## src/rtl/uart_tx_fifo.sv

```systemverilog
// -----------------------------------------------------------------------------
// uart_tx_fifo
//
// Character queue that sits between a bus peripheral (the writer) and a UART
// transmitter (the reader). It uses a register array with separate write and
// read pointers and an occupancy counter. Every output comes from registered
// state. A character written into an empty queue appears on tx_data one cycle
// later, because there is no fall-through path.
//
// Optional feature (compile-time macro UART_TX_FIFO_OVERFLOW_EN):
//   adds a sticky overflow flag that is set whenever the writer offers a
//   character while the queue is full, and an overflow_clr input that clears
//   the flag. When both happen on the same edge, the set wins.
//
// Parameters
//   DATA_BITS   width of each character (default 8)
//   DEPTH       number of entries, a power of two >= 2 (default 16)
//   LEVEL_BITS  width of the level output (default $clog2(DEPTH)+1)
//
// Ports
//   clk           sole clock, rising edge
//   resetn        asynchronous active-low reset
//   wr_data       character offered by the writer
//   wr_valid      wr_data is offered this cycle
//   wr_ready      queue can accept a character (== !full)
//   tx_data       head-of-queue character
//   tx_valid      tx_data is valid (== !empty)
//   tx_req        transmitter takes tx_data on an edge where tx_valid is high
//   level         number of occupied entries, 0..DEPTH
//   empty         level == 0
//   full          level == DEPTH
//   overflow      (macro only) sticky flag for writes dropped because full
//   overflow_clr  (macro only) clears overflow
// -----------------------------------------------------------------------------
module uart_tx_fifo #(
    parameter int DATA_BITS  = 8,
    parameter int DEPTH      = 16,
    parameter int LEVEL_BITS = $clog2(DEPTH) + 1
) (
    input  logic                  clk,
    input  logic                  resetn,
    input  logic [DATA_BITS-1:0]  wr_data,
    input  logic                  wr_valid,
    output logic                  wr_ready,
    output logic [DATA_BITS-1:0]  tx_data,
    output logic                  tx_valid,
    input  logic                  tx_req,
    output logic [LEVEL_BITS-1:0] level,
    output logic                  empty,
`ifdef UART_TX_FIFO_OVERFLOW_EN
    output logic                  full,
    output logic                  overflow,
    input  logic                  overflow_clr
`else
    output logic                  full
`endif
);

    localparam int PTR_BITS = $clog2(DEPTH);

    localparam logic [PTR_BITS-1:0]   PTR_ONE    = PTR_BITS'(1);
    localparam logic [LEVEL_BITS-1:0] LEVEL_ONE  = LEVEL_BITS'(1);
    localparam logic [LEVEL_BITS-1:0] LEVEL_FULL = LEVEL_BITS'(DEPTH);

    // -------------------------------------------------------------------------
    // State
    // -------------------------------------------------------------------------
    logic [DATA_BITS-1:0]  mem [DEPTH];
    logic [PTR_BITS-1:0]   wr_ptr;
    logic [PTR_BITS-1:0]   rd_ptr;
    logic [LEVEL_BITS-1:0] level_q;

    // Handshake qualifiers. Both depend only on registered flags, so a write
    // offered while full is dropped even when a pop frees a slot on the same
    // edge. The freed slot can be written on the next cycle.
    logic push;
    logic pop;

    assign push = wr_valid && wr_ready;
    assign pop  = tx_valid && tx_req;

    // -------------------------------------------------------------------------
    // Outputs (registered state only)
    // -------------------------------------------------------------------------
    assign level    = level_q;
    assign empty    = (level_q == '0);
    assign full     = (level_q == LEVEL_FULL);
    assign wr_ready = !full;
    assign tx_valid = !empty;
    assign tx_data  = mem[rd_ptr];

    // -------------------------------------------------------------------------
    // Storage array
    // -------------------------------------------------------------------------
    // NOTE: the array is deliberately left out of reset. Its contents are
    // never observable while empty (tx_valid low), and a resettable array
    // would cost a reset net on every storage bit.
    always_ff @(posedge clk) begin
        if (push) begin
            // NOTE: sequential state uses non-blocking assignments so every
            // register samples pre-edge values regardless of block ordering.
            mem[wr_ptr] <= wr_data;
        end
    end

    // -------------------------------------------------------------------------
    // Pointers. DEPTH is a power of two, so natural overflow of the PTR_BITS
    // wide adder gives the wrap from DEPTH-1 back to 0.
    // -------------------------------------------------------------------------
    always_ff @(posedge clk or negedge resetn) begin
        if (!resetn) begin
            wr_ptr <= '0;
        end else if (push) begin
            wr_ptr <= wr_ptr + PTR_ONE;
        end
    end

    always_ff @(posedge clk or negedge resetn) begin
        if (!resetn) begin
            rd_ptr <= '0;
        end else if (pop) begin
            rd_ptr <= rd_ptr + PTR_ONE;
        end
    end

    // -------------------------------------------------------------------------
    // Occupancy counter. pop is never true when empty, and push is never true
    // when full, so the counter cannot wrap in either direction.
    // -------------------------------------------------------------------------
    always_ff @(posedge clk or negedge resetn) begin
        if (!resetn) begin
            level_q <= '0;
        end else begin
            case ({push, pop})
                2'b10:   level_q <= level_q + LEVEL_ONE;
                2'b01:   level_q <= level_q - LEVEL_ONE;
                default: level_q <= level_q;
            endcase
        end
    end

`ifdef UART_TX_FIFO_OVERFLOW_EN
    // -------------------------------------------------------------------------
    // Sticky overflow flag. A dropped write sets the flag, and the set takes
    // priority over a clear on the same edge, so a drop is never lost.
    // -------------------------------------------------------------------------
    always_ff @(posedge clk or negedge resetn) begin
        if (!resetn) begin
            overflow <= 1'b0;
        end else if (wr_valid && full) begin
            overflow <= 1'b1;
        end else if (overflow_clr) begin
            overflow <= 1'b0;
        end
    end
`endif

endmodule

```

## config.mk

```make
export PLATFORM = sky130hd
export DESIGN_NAME = uart_tx_fifo
export DESIGN_NICKNAME = d
export VERILOG_FILES = /design/src/rtl/uart_tx_fifo.sv
export SDC_FILE = /design/constraint.sdc
export NUM_CORES = 1
export LEC_CHECK = 0
export ABC_AREA = 0
export CORE_UTILIZATION = 54
export CTS_CLUSTER_DIAMETER = 40
export CTS_CLUSTER_SIZE = 10
export DETAILED_ROUTE_END_ITERATION = 10
export GPL_ROUTABILITY_DRIVEN = 1
export GPL_TIMING_DRIVEN = 0
export PLACE_DENSITY = 0.74
export SYNTH_ARGS = -nofsm -noshare
export SYNTH_HDL_FRONTEND = slang
export SYNTH_SLANG_ARGS = --single-unit
```

## constraint.sdc

```tcl
create_clock -name clk -period 2.5 [get_ports clk]
set_input_delay 0.75 -clock clk [delete_from_list [all_inputs] [get_ports clk]]
set_output_delay 0.75 -clock clk [all_outputs]
set_load 0.005 [all_outputs]
```

# Word-level counts from Yosys, hierarchy flattened

Memories as Yosys holds them, arrays and structs flattened.
Cells that the tools add are included.

Register bits after elaboration: 13
Memory bits (writable): 128
Input port bits: 12
Output and inout port bits: 17
Word-level logic and storage cells: 20
Memories: 1

Memory list:

| name | words | bits a word | read ports | clocked after Yosys merged registers in | wr ports | line | source |
|---|---|---|---|---|---|---|---|
| mem  | 16    | 8           | 1          | 0                                       | 1        | 68   | `logic [DATA_BITS-1:0] mem [DEPTH];` |

Add/subtract/negate cells: 4
Eq/ne operators: 3
Multiplexer cells: 3
Reduce and logical (&&, ||, !) cells: 6

Operators by type and width:

| operator              | number |
|---|---|
| $pmux W5 S2           | 1 |
| $add A4 B1 Y4 const B | 2 |
| $add A5 B1 Y5 const B | 1 |
| $eq A5 B5 Y1 const B  | 1 |
| $logic_not A5 Y1      | 1 |
| $sub A5 B1 Y5 const B | 1 |
| $eq A2 B1 Y1 const B  | 1 |
| $eq A2 B2 Y1 const B  | 1 |
| $logic_and A1 B1 Y1   | 2 |
| $logic_not A1 Y1      | 2 |
| $mux W1               | 2 |
| $reduce_bool A2 Y1    | 1 |

# Logic depth before layout (Yosys ltp)

Gate-level depths: netlist of the first run.

Depth in word-level cells: 5
Gate-level depth with buffers: 13
Gate-level depth less buffers: 12

# Worst setup path after synthesis of the first run

No wires, ideal clock.

Kind: reg2reg
Start: register level_q[1], in the netlist level[1]
End: register level_q[4], in the netlist level[4]
Arrival time: 2.592 ns
Path slack: -0.216 ns
Stages on the path, launching flop included: 14
Buffers on the path: 1
Clock period less this slack: 2.716 ns
Path through: dfrtp_1 nor4_2 nand2_1 and2_1 buf_6 inv_1 ha_1 inv_1 fa_1 nor2b_1 o21ai_0 nand3_1 or3b_1 xnor2_1

Word-level cells in the longest chain between the ends: 5
Elaborated cells on any way between the ends: 12

Ends and longest elaborated chain:

| item                                                     | line | source |
|---|---|---|
| start: declaration                                       | 71   | `logic [LEVEL_BITS-1:0] level_q;` |
| start signal: assignment                                 | 135  | `2'b10: level_q <= level_q + LEVEL_ONE;` |
| start signal: assignment                                 | 136  | `2'b01: level_q <= level_q - LEVEL_ONE;` |
| start signal: assignment                                 | 137  | `default: level_q <= level_q;` |
| $eq A5 B5 Y1 (*)                                         | 87   | `assign full = (level_q == LEVEL_FULL);` |
| $logic_not A1 Y1 (*)                                     | 88   | `assign wr_ready = !full;` |
| net wr_ready                                             | 44   | `output logic wr_ready,` |
| $logic_and A1 B1 Y1 (*)                                  | 79   | `assign push = wr_valid && wr_ready;` |
| $eq A2 B1 Y1 / $eq A2 B2 Y1 (equally long branches)      | 134  | `case ({push, pop})` |
| $pmux W5 S2 / $reduce_bool A2 Y1 (equally long branches) | --   |  |

The timed path passes the listed nets; every way through them passes the cells marked *.
A chain may end at the register's enable or synchronous reset.

# Worst setup path after layout of the first run

Start: register rd_ptr[0]
End: output port tx_data[2]

Word-level cells in the longest chain between the ends: 1

Ends and longest elaborated chain:

| item                     | line | source |
|---|---|---|
| start: declaration       | 70   | `logic [PTR_BITS-1:0] rd_ptr;` |
| start signal: assignment | 122  | `rd_ptr <= rd_ptr + PTR_ONE;` |
| $mem_v2 Z16 W8           | --   |  |
| end: declaration         | 45   | `output logic [DATA_BITS-1:0] tx_data,` |

No other way between the ends.

==> parameters.txt, run 1 <==
Parameter                              Value

Status
  Outcome    complete, but fails checks
  Failing checks    setup timing

Power
  Relative contribution of sequential cells to total power    between 30 and 40%
  Combinational Power Share    40.7%
  Highest ir drop seen on vdd    0.6350 mV
  Internal power component    6.491 mW
  Net switching share of the total power    around a third
  Leak Pwr    roughly 2.7 nW
  Pwr dens    1282 nW/um^2
  Net switching power figure    3.127 mW
  Power share of the clock group    27.1%

CTS
  Clock input transition at the sequential cells of the worst setup and hold paths    0.06 ns
  Clock buffer depth    2
  Clk Tree Root Cell    sky130_fd_sc_hd__clkbuf_8
  H-Tree Depth    4
  Latest clock arrival within the worst-skew pair    0.54 ns
  TritonCTS clock tree    yes
  Total CTS buffers    17
  Number of sinks on the clock net    141

Timing
  Hold violation total from the final report    0
  Headroom to the max-slew limit    41.01%
  Layout Skew    0.01035 ns
  Finish-stage setup viols    10
  Maximum clock frequency    326.6 MHz
  Pin slew with the least headroom to its limit    0.8816 ns
  Period minus WS final    3.062 ns
  Final worst-path cycle share    122.5%
  RSZ-0062 raised after global routing    yes
  Smallest setup slack after layout    -0.5622 ns
  Final hold slack    0.5640 ns
  Final slew viol count    0

Yosys
  Number of warnings reported in the yosys synthesis log    0
  Top cell type by total area after synthesis    sky130_fd_sc_hd__edfxtp_1
  Count of state elements after synthesis    141
  Number of nets in the synthesized netlist    about 360
  Cell area after synthesis    5788 sq um
  Mean instance size in the synthesized netlist    17.38 sq um
  Area share of the largest cell type after synthesis    around two thirds
  Number of standard cells after synthesis    333
  Sequential cell area fraction in the yosys report    72.03%
  Biggest area contributors in the synthesized netlist    sky130_fd_sc_hd__edfxtp_1 66%, sky130_fd_sc_hd__mux4_2 5.8%, sky130_fd_sc_hd__dfrtp_1 5.6%
  Count of cell types in the netlist    34

Global routing
  Initial antenna violation count    0
  GRT Total Usage    25.48%
  Vias in the first global route    3401
  Global route total overflow    0
  Pin count of the biggest net entering global routing    17
  First-pass GRT wire length    19780 microns

Critical path
  Type of destination of the critical path    output pin
  Startpoint class of the critical path    register
  Worst setup slack for register-to-register paths    -0.13 ns
  Startpoint-to-endpoint class of the critical path    reg -> out
  CP Data Arrival Time    2.31 ns
  Worst Path Required    roughly 1.8 ns
  Highest fanout seen on the critical path    7

Detailed routing
  Via count    approximately 3400
  Met3 wire len    about 800 microns
  Wire length on met2    7208 microns
  DR pass1 iterations    5
  Routed met1 length    approximately 5400 microns
  Via density    6.027
  Final wirelength    13740 microns
  Post-detailed-route wirelength per cell    24.57 microns
  DRC violation count after routing    0
  Count of routing violations after the opening detailed-route iteration    225
  DRT antenna net count    0
  Highest signal layer in the routed design    met4

Final layout
  Most frequent cells in the layout    128 x sky130_fd_sc_hd__edfxtp_1, 21 x sky130_fd_sc_hd__buf_4, 17 x sky130_fd_sc_hd__mux2i_1
  Layout Utilization    around 72%
  Count of nets after finishing    around 430
  Non-filler instance count after layout    ~560
  Total area of multi-input combinational cells    1740 sq um
  Cell area after layout    7500 sq um
  Fill count    608
  Most common cell after layout, fill and taps aside    sky130_fd_sc_hd__edfxtp_1
  Fraction of layout cells with a size suffix above 1    around two fifths
  Flip-flop and latch area    ~4200 sq um
  Synth-to-Final Area Change    29.57%
  Antenna diode instance count    0

Placement
  Weighted congestion at the end of routability-driven global placement    ~0.8
  IO Port Bufs    28
  Area after DPL    6254 sq um
  Placed Cells    ~500
  Post-detailed-placement half-perimeter wirelength    7465 microns

Job
  Max_cap viols    0

Die
  Number of top-level design ports    29
  Vertical die dimension    roughly 110 microns
  Starting Density    55.82%
  Placement row count    37
  Floorplan die area    around 11000 sq um
  Overall die width    105.5 microns
  Floorplan Core Area    10370 sq um

Min path
  Hold WC Path Type    reg -> reg
## state kept, by name, summed over array words and instances, names as in the netlist
name    cells
mem       128
level       5
rd_ptr      4
wr_ptr      4
## worst max-delay path, cell delays in order (launching register included)
cell	delay (ns)
sky130_fd_sc_hd__dfrtp_1	0.41
sky130_fd_sc_hd__buf_12	0.16
sky130_fd_sc_hd__buf_12	0.14
sky130_fd_sc_hd__buf_8	0.12
sky130_fd_sc_hd__mux2_4	0.31
sky130_fd_sc_hd__o21ai_4	0.16
sky130_fd_sc_hd__a21oi_2	0.06
sky130_fd_sc_hd__a22oi_2	0.17
sky130_fd_sc_hd__nand2_1	0.10
sky130_fd_sc_hd__buf_2	0.14
## layer usage
| metal | vias up | track usage, % |
|---|---|---|
| met5 | - | 0 |
| met4 | 0 | 11.21 |
| met3 | 42 | 6.370 |
| met2 | 148 | 42.34 |
| met1 | 1724 | 31.92 |
| li1 | 1455 | - |
## metrics by stage
stage | setup WS [ns] | power (mW) | TNS, ns
4_1_cts | -0.5307 | 9.140 | -4.080
3_3_place_gp | -0.5346 | 5.771 | -30.13
5_1_grt | -0.6172 | 9.954 | -4.932
3_5_place_dp | -0.5830 | 5.838 | -34.12
2_1_floorplan | -0.03706 | 4.823 | -0.03706
6_report | -0.5622 | 9.618 | -4.281
## Yosys cell counts
master and instances:
sky130_fd_sc_hd__xnor2_1 7, sky130_fd_sc_hd__ha_1 9, sky130_fd_sc_hd__a22oi_1 8, sky130_fd_sc_hd__mux2_2 8, sky130_fd_sc_hd__fa_1 1, sky130_fd_sc_hd__mux2i_1 25, sky130_fd_sc_hd__edfxtp_1 128, sky130_fd_sc_hd__nor4_2 1
sky130_fd_sc_hd__and2_4 1, sky130_fd_sc_hd__mux4_1 1, sky130_fd_sc_hd__clkbuf_1 7, sky130_fd_sc_hd__dfrtp_1 13, sky130_fd_sc_hd__nand2_1 18, sky130_fd_sc_hd__nand2_2 1, sky130_fd_sc_hd__xor2_1 3, sky130_fd_sc_hd__mux2_4 1
sky130_fd_sc_hd__o21ai_0 20, sky130_fd_sc_hd__a21o_1 1, sky130_fd_sc_hd__buf_6 7, sky130_fd_sc_hd__mux4_2 15, sky130_fd_sc_hd__nand3_1 2, sky130_fd_sc_hd__nor2b_1 2, sky130_fd_sc_hd__buf_1 1, sky130_fd_sc_hd__nor2_1 12
sky130_fd_sc_hd__and2_1 2, sky130_fd_sc_hd__a21oi_1 10, sky130_fd_sc_hd__or3b_1 1, sky130_fd_sc_hd__nand2b_1 3, sky130_fd_sc_hd__buf_2 1, sky130_fd_sc_hd__inv_1 9, sky130_fd_sc_hd__nand4_1 1, sky130_fd_sc_hd__nor3_1 4
sky130_fd_sc_hd__buf_4 2, sky130_fd_sc_hd__a221oi_1 8
## final timing paths
path                            from          to  cells after the start
max                        rd_ptr[0]  tx_data[2]                      9
min                         level[4]    level[4]                      1
max in group asynchronous     resetn    level[0]                      1
min reg2reg                 level[4]    level[4]                      1
min in group asynchronous     resetn    level[3]                      1
max reg2reg                 level[0]    level[4]                     11
## logic make-up after synthesis
kind of cell             after synthesis  share of synthesized area, %
AO/OA/AOI/OAI                         47                         4.972
XOR/XNOR                              10                         1.513
adder cells (fa/ha/maj)               10                         2.291
buffers and inverters                 27                         2.810
flip-flops                           141                         72.03
multiplexers                          50                         12.43
AND/OR/NAND/NOR                       48                         3.956
## power groups by stage
stage                     Clock (mW)  Combinational (mW)  Sequential (mW)
final                           2.61                3.91             3.09
after global routing            2.72                4.12             3.11
after CTS                       2.58                3.50             3.06
after detailed placement           0                2.74             3.10
after global placement             0                2.69             3.08
after floorplan                    0                1.76             3.06
## area by class of cell
cell class / instances / area share, %
plain buffers: 13 / 1.952
clock buffers: 18 / 5.572
clock inverters: 14 / 2.553
inverters: 9 / 0.5506
multi-input cells: 165 / 23.21
flip-flops and latches: 141 / 55.61
well taps: 136 / 2.269
repair buffers: 63 / 8.292
## timing repair
item                                    in CTS  in global routing
endpoints found under the setup margin      29                 14
hold buffers                                 0                  0
pin swaps                                   27                 26
gates cloned                                 2                  0
gates resized for setup                    116                 42
buffers inserted                            26                  9
Power figures use the tool's default switching activity.
==> run 2, diff against run 1 <==
Settings changed: ABC_AREA 0 to not set, CORE_MARGIN set to 10.
==> parameters.txt, run 2 (synthesized netlist as in run 1, its figures left out) <==
Parameter                              Value

Status
  Failing checks    setup timing
  Outcome    complete, but fails checks

Final layout
  Most common cell after layout, fill and taps aside    sky130_fd_sc_hd__edfxtp_1
  Count of nets after finishing    419
  Layout Utilization    69.34%
  Most frequent cells in the layout    128 x sky130_fd_sc_hd__edfxtp_1, 20 x sky130_fd_sc_hd__mux2i_1, 18 x sky130_fd_sc_hd__buf_4, 18 x sky130_fd_sc_hd__nand2_1
  Synth-to-Final Area Change    24.23%
  Fraction of layout cells with a size suffix above 1    about 33%
  Top register by number of flip-flops    mem
  Largest register FFs    between 100 and 150
  Antenna diode instance count    0
  Fill count    between 600 and 700

Min path
  Worst hold path stage count    1
  Worst hold path startpoint    level[4]
  Worst Hold End    level[4]
  Hold WC Path Type    reg -> reg

Critical path
  Startpoint class of the critical path    register
  Worst-case reg-to-reg path depth    12
  Stage delay of the slowest cell on the critical path    0.55 ns
  Cell breakdown of the critical path    buf_6, buf_12, buf_12, mux4_2, a22oi_2, nand2_1, buf_2
  CP Data Arrival Time    2.26 ns
  Type of destination of the critical path    output pin
  Reg-to-reg endpoint    level[4]
  Crit-path most repeated cell    sky130_fd_sc_hd__buf_12
  Startpoint-to-endpoint class of the critical path    reg -> out
  Worst setup slack for register-to-register paths    -0.04 ns
  Highest fanout seen on the critical path    6
  Slowest stage cell, crit path    sky130_fd_sc_hd__mux4_2
  Critical path startpoint    rd_ptr[0]
  Worst R2R Start    level[0]
  Worst Path Required    1.75 ns

Global routing
  Vias in the first global route    3180
  Met1 global-route usage    22.00%
  Fraction of met3 tracks used by global routing    under 10%
  Busiest layer in global routing    met2
  GRT Total Usage    between 10% and 20%
  Initial antenna violation count    0
  Grt met2 use    between 20% and 30%
  First-pass GRT wire length    18550 microns
  Pin count of the biggest net entering global routing    17
  Global route total overflow    0

CTS
  Number of sinks on the clock net    141
  H-Tree Depth    4
  Latest clock arrival within the worst-skew pair    0.52 ns
  Clock buffer depth    2
  TritonCTS clock tree    yes
  Clock input transition at the sequential cells of the worst setup and hold paths    roughly 0.060 ns
  Number of buffers inserted by hold repair at cts    0
  Total CTS buffers    17
  Clk Tree Root Cell    sky130_fd_sc_hd__clkbuf_8

Die
  Starting Density    approximately 56%
  Number of top-level design ports    29
  Floorplan Core Area    10370 sq um
  Placement row count    37
  Vertical die dimension    ~120 microns
  Floorplan die area    around 15000 sq um
  Overall die width    ~120 microns

Timing
  Smallest setup slack after layout    -0.5127 ns
  Hold violation total from the final report    0
  Headroom to the max-slew limit    44.07%
  Maximum clock frequency    roughly 330 MHz
  Layout Skew    0.006474 ns
  Final-layout setup total negative slack    -3.660 ns
  Finish-stage setup viols    9
  RSZ-0062 raised after global routing    yes
  Period minus WS final    around 3 ns
  Pin slew with the least headroom to its limit    0.8358 ns
  Final slew viol count    0
  Final worst-path cycle share    120.5%

Power
  Combinational Power Share    38.6%
  Pwr dens    1233 nW/um^2
  Highest ir drop seen on vdd    a little under 0.5 mV
  Internal power component    6.048 mW
  Leak Pwr    ~2.5 nW
  Power share of the clock group    26.7%
  Total power after layout    8.868 mW
  Net switching share of the total power    31.80%
  Relative contribution of sequential cells to total power    between 30% and 40%
  Net switching power figure    2.820 mW

Placement
  Post-detailed-placement half-perimeter wirelength    7641 microns
  Worst setup slack after placement    -0.5812 ns
  IO Port Bufs    28
  Weighted congestion at the end of routability-driven global placement    between 0.7 and 0.8

Detailed routing
  Post-detailed-route wirelength per cell    22.85 microns
  Via count    3153
  Count of routing violations after the opening detailed-route iteration    355
  DRC violation count after routing    0
  DRT antenna net count    0
  DR pass1 iterations    4
  Final wirelength    12430 microns
  Via density    5.796

Job
  Max_cap viols    0
run 2: how the worst max path moves through the flow:
stage	endpoint	slack [ns]	cells past startpoint
global route	tx_data[3]	-0.62	7
global placement	mem[0][6]	-0.51	5
detailed placement	mem[2][6]	-0.58	5
CTS	tx_data[3]	-0.50	7
floorplan	level[4]	-0.04	11
finish	tx_data[3]	-0.51	7
run 2: metal layers:
layer | part of all wire (%) | up-vias | wire length [microns]
met3 | 7.0 | 13 | 865
met4 | 1.6 | 0 | 200
met2 | 51 | 109 | 6365
li1 | - | 1420 | -
met1 | 40 | 1611 | 5000
met5 | 0 | - | 0
run 2: per-stage QoR:
step                      cells  area (sq um)  hold WS (ns)
after floorplan             333          5803        0.4544
after global placement      497          6254        0.4961
after detailed placement    497          6254        0.5438
after CTS                   540          7119        0.5440
after global routing        544          7191        0.5819
final                       544          7191        0.5504
run 2: critical path: cells and delay by family, from the launching register on:
kind	cells	cell delay, ns
AO/OA/AOI/OAI	1	0.18
buffers and inverters	4	0.54
flip-flops	1	0.37
multiplexers	1	0.55
AND/OR/NAND/NOR	1	0.10
run 2: power by group through the flow:
| stage | clock network [mW] | logic (mW) | registers, mW |
|---|---|---|---|
| 3_5_place_dp | 0 | 2.75 | 3.10 |
| 3_3_place_gp | 0 | 2.71 | 3.09 |
| 6_report | 2.37 | 3.42 | 3.08 |
| 2_1_floorplan | 0 | 1.76 | 3.06 |
| 5_1_grt | 2.50 | 3.71 | 3.10 |
| 4_1_cts | 2.39 | 3.25 | 3.07 |
run 2: area by class of cell:
cell class	count	area [sq um]	area share, %
sequential	141	4172	58.01
buffer	15	142.6	1.984
clock buffer	21	429.2	5.968
inverter	9	38.79	0.5394
tap	136	170.2	2.366
multi-input combinational	165	1678	23.33
timing repair buffer	48	439.2	6.108
clock inverter	9	121.4	1.688
run 2: what timing repair did:
action / in CTS / in global routing
buffers inserted: 14 / 5
pin swaps: 26 / 10
endpoints found under the setup margin: 29 / 26
gates resized for setup: 87 / 18
hold endpoints to repair: 0 / 0
cloned: 2 / 0
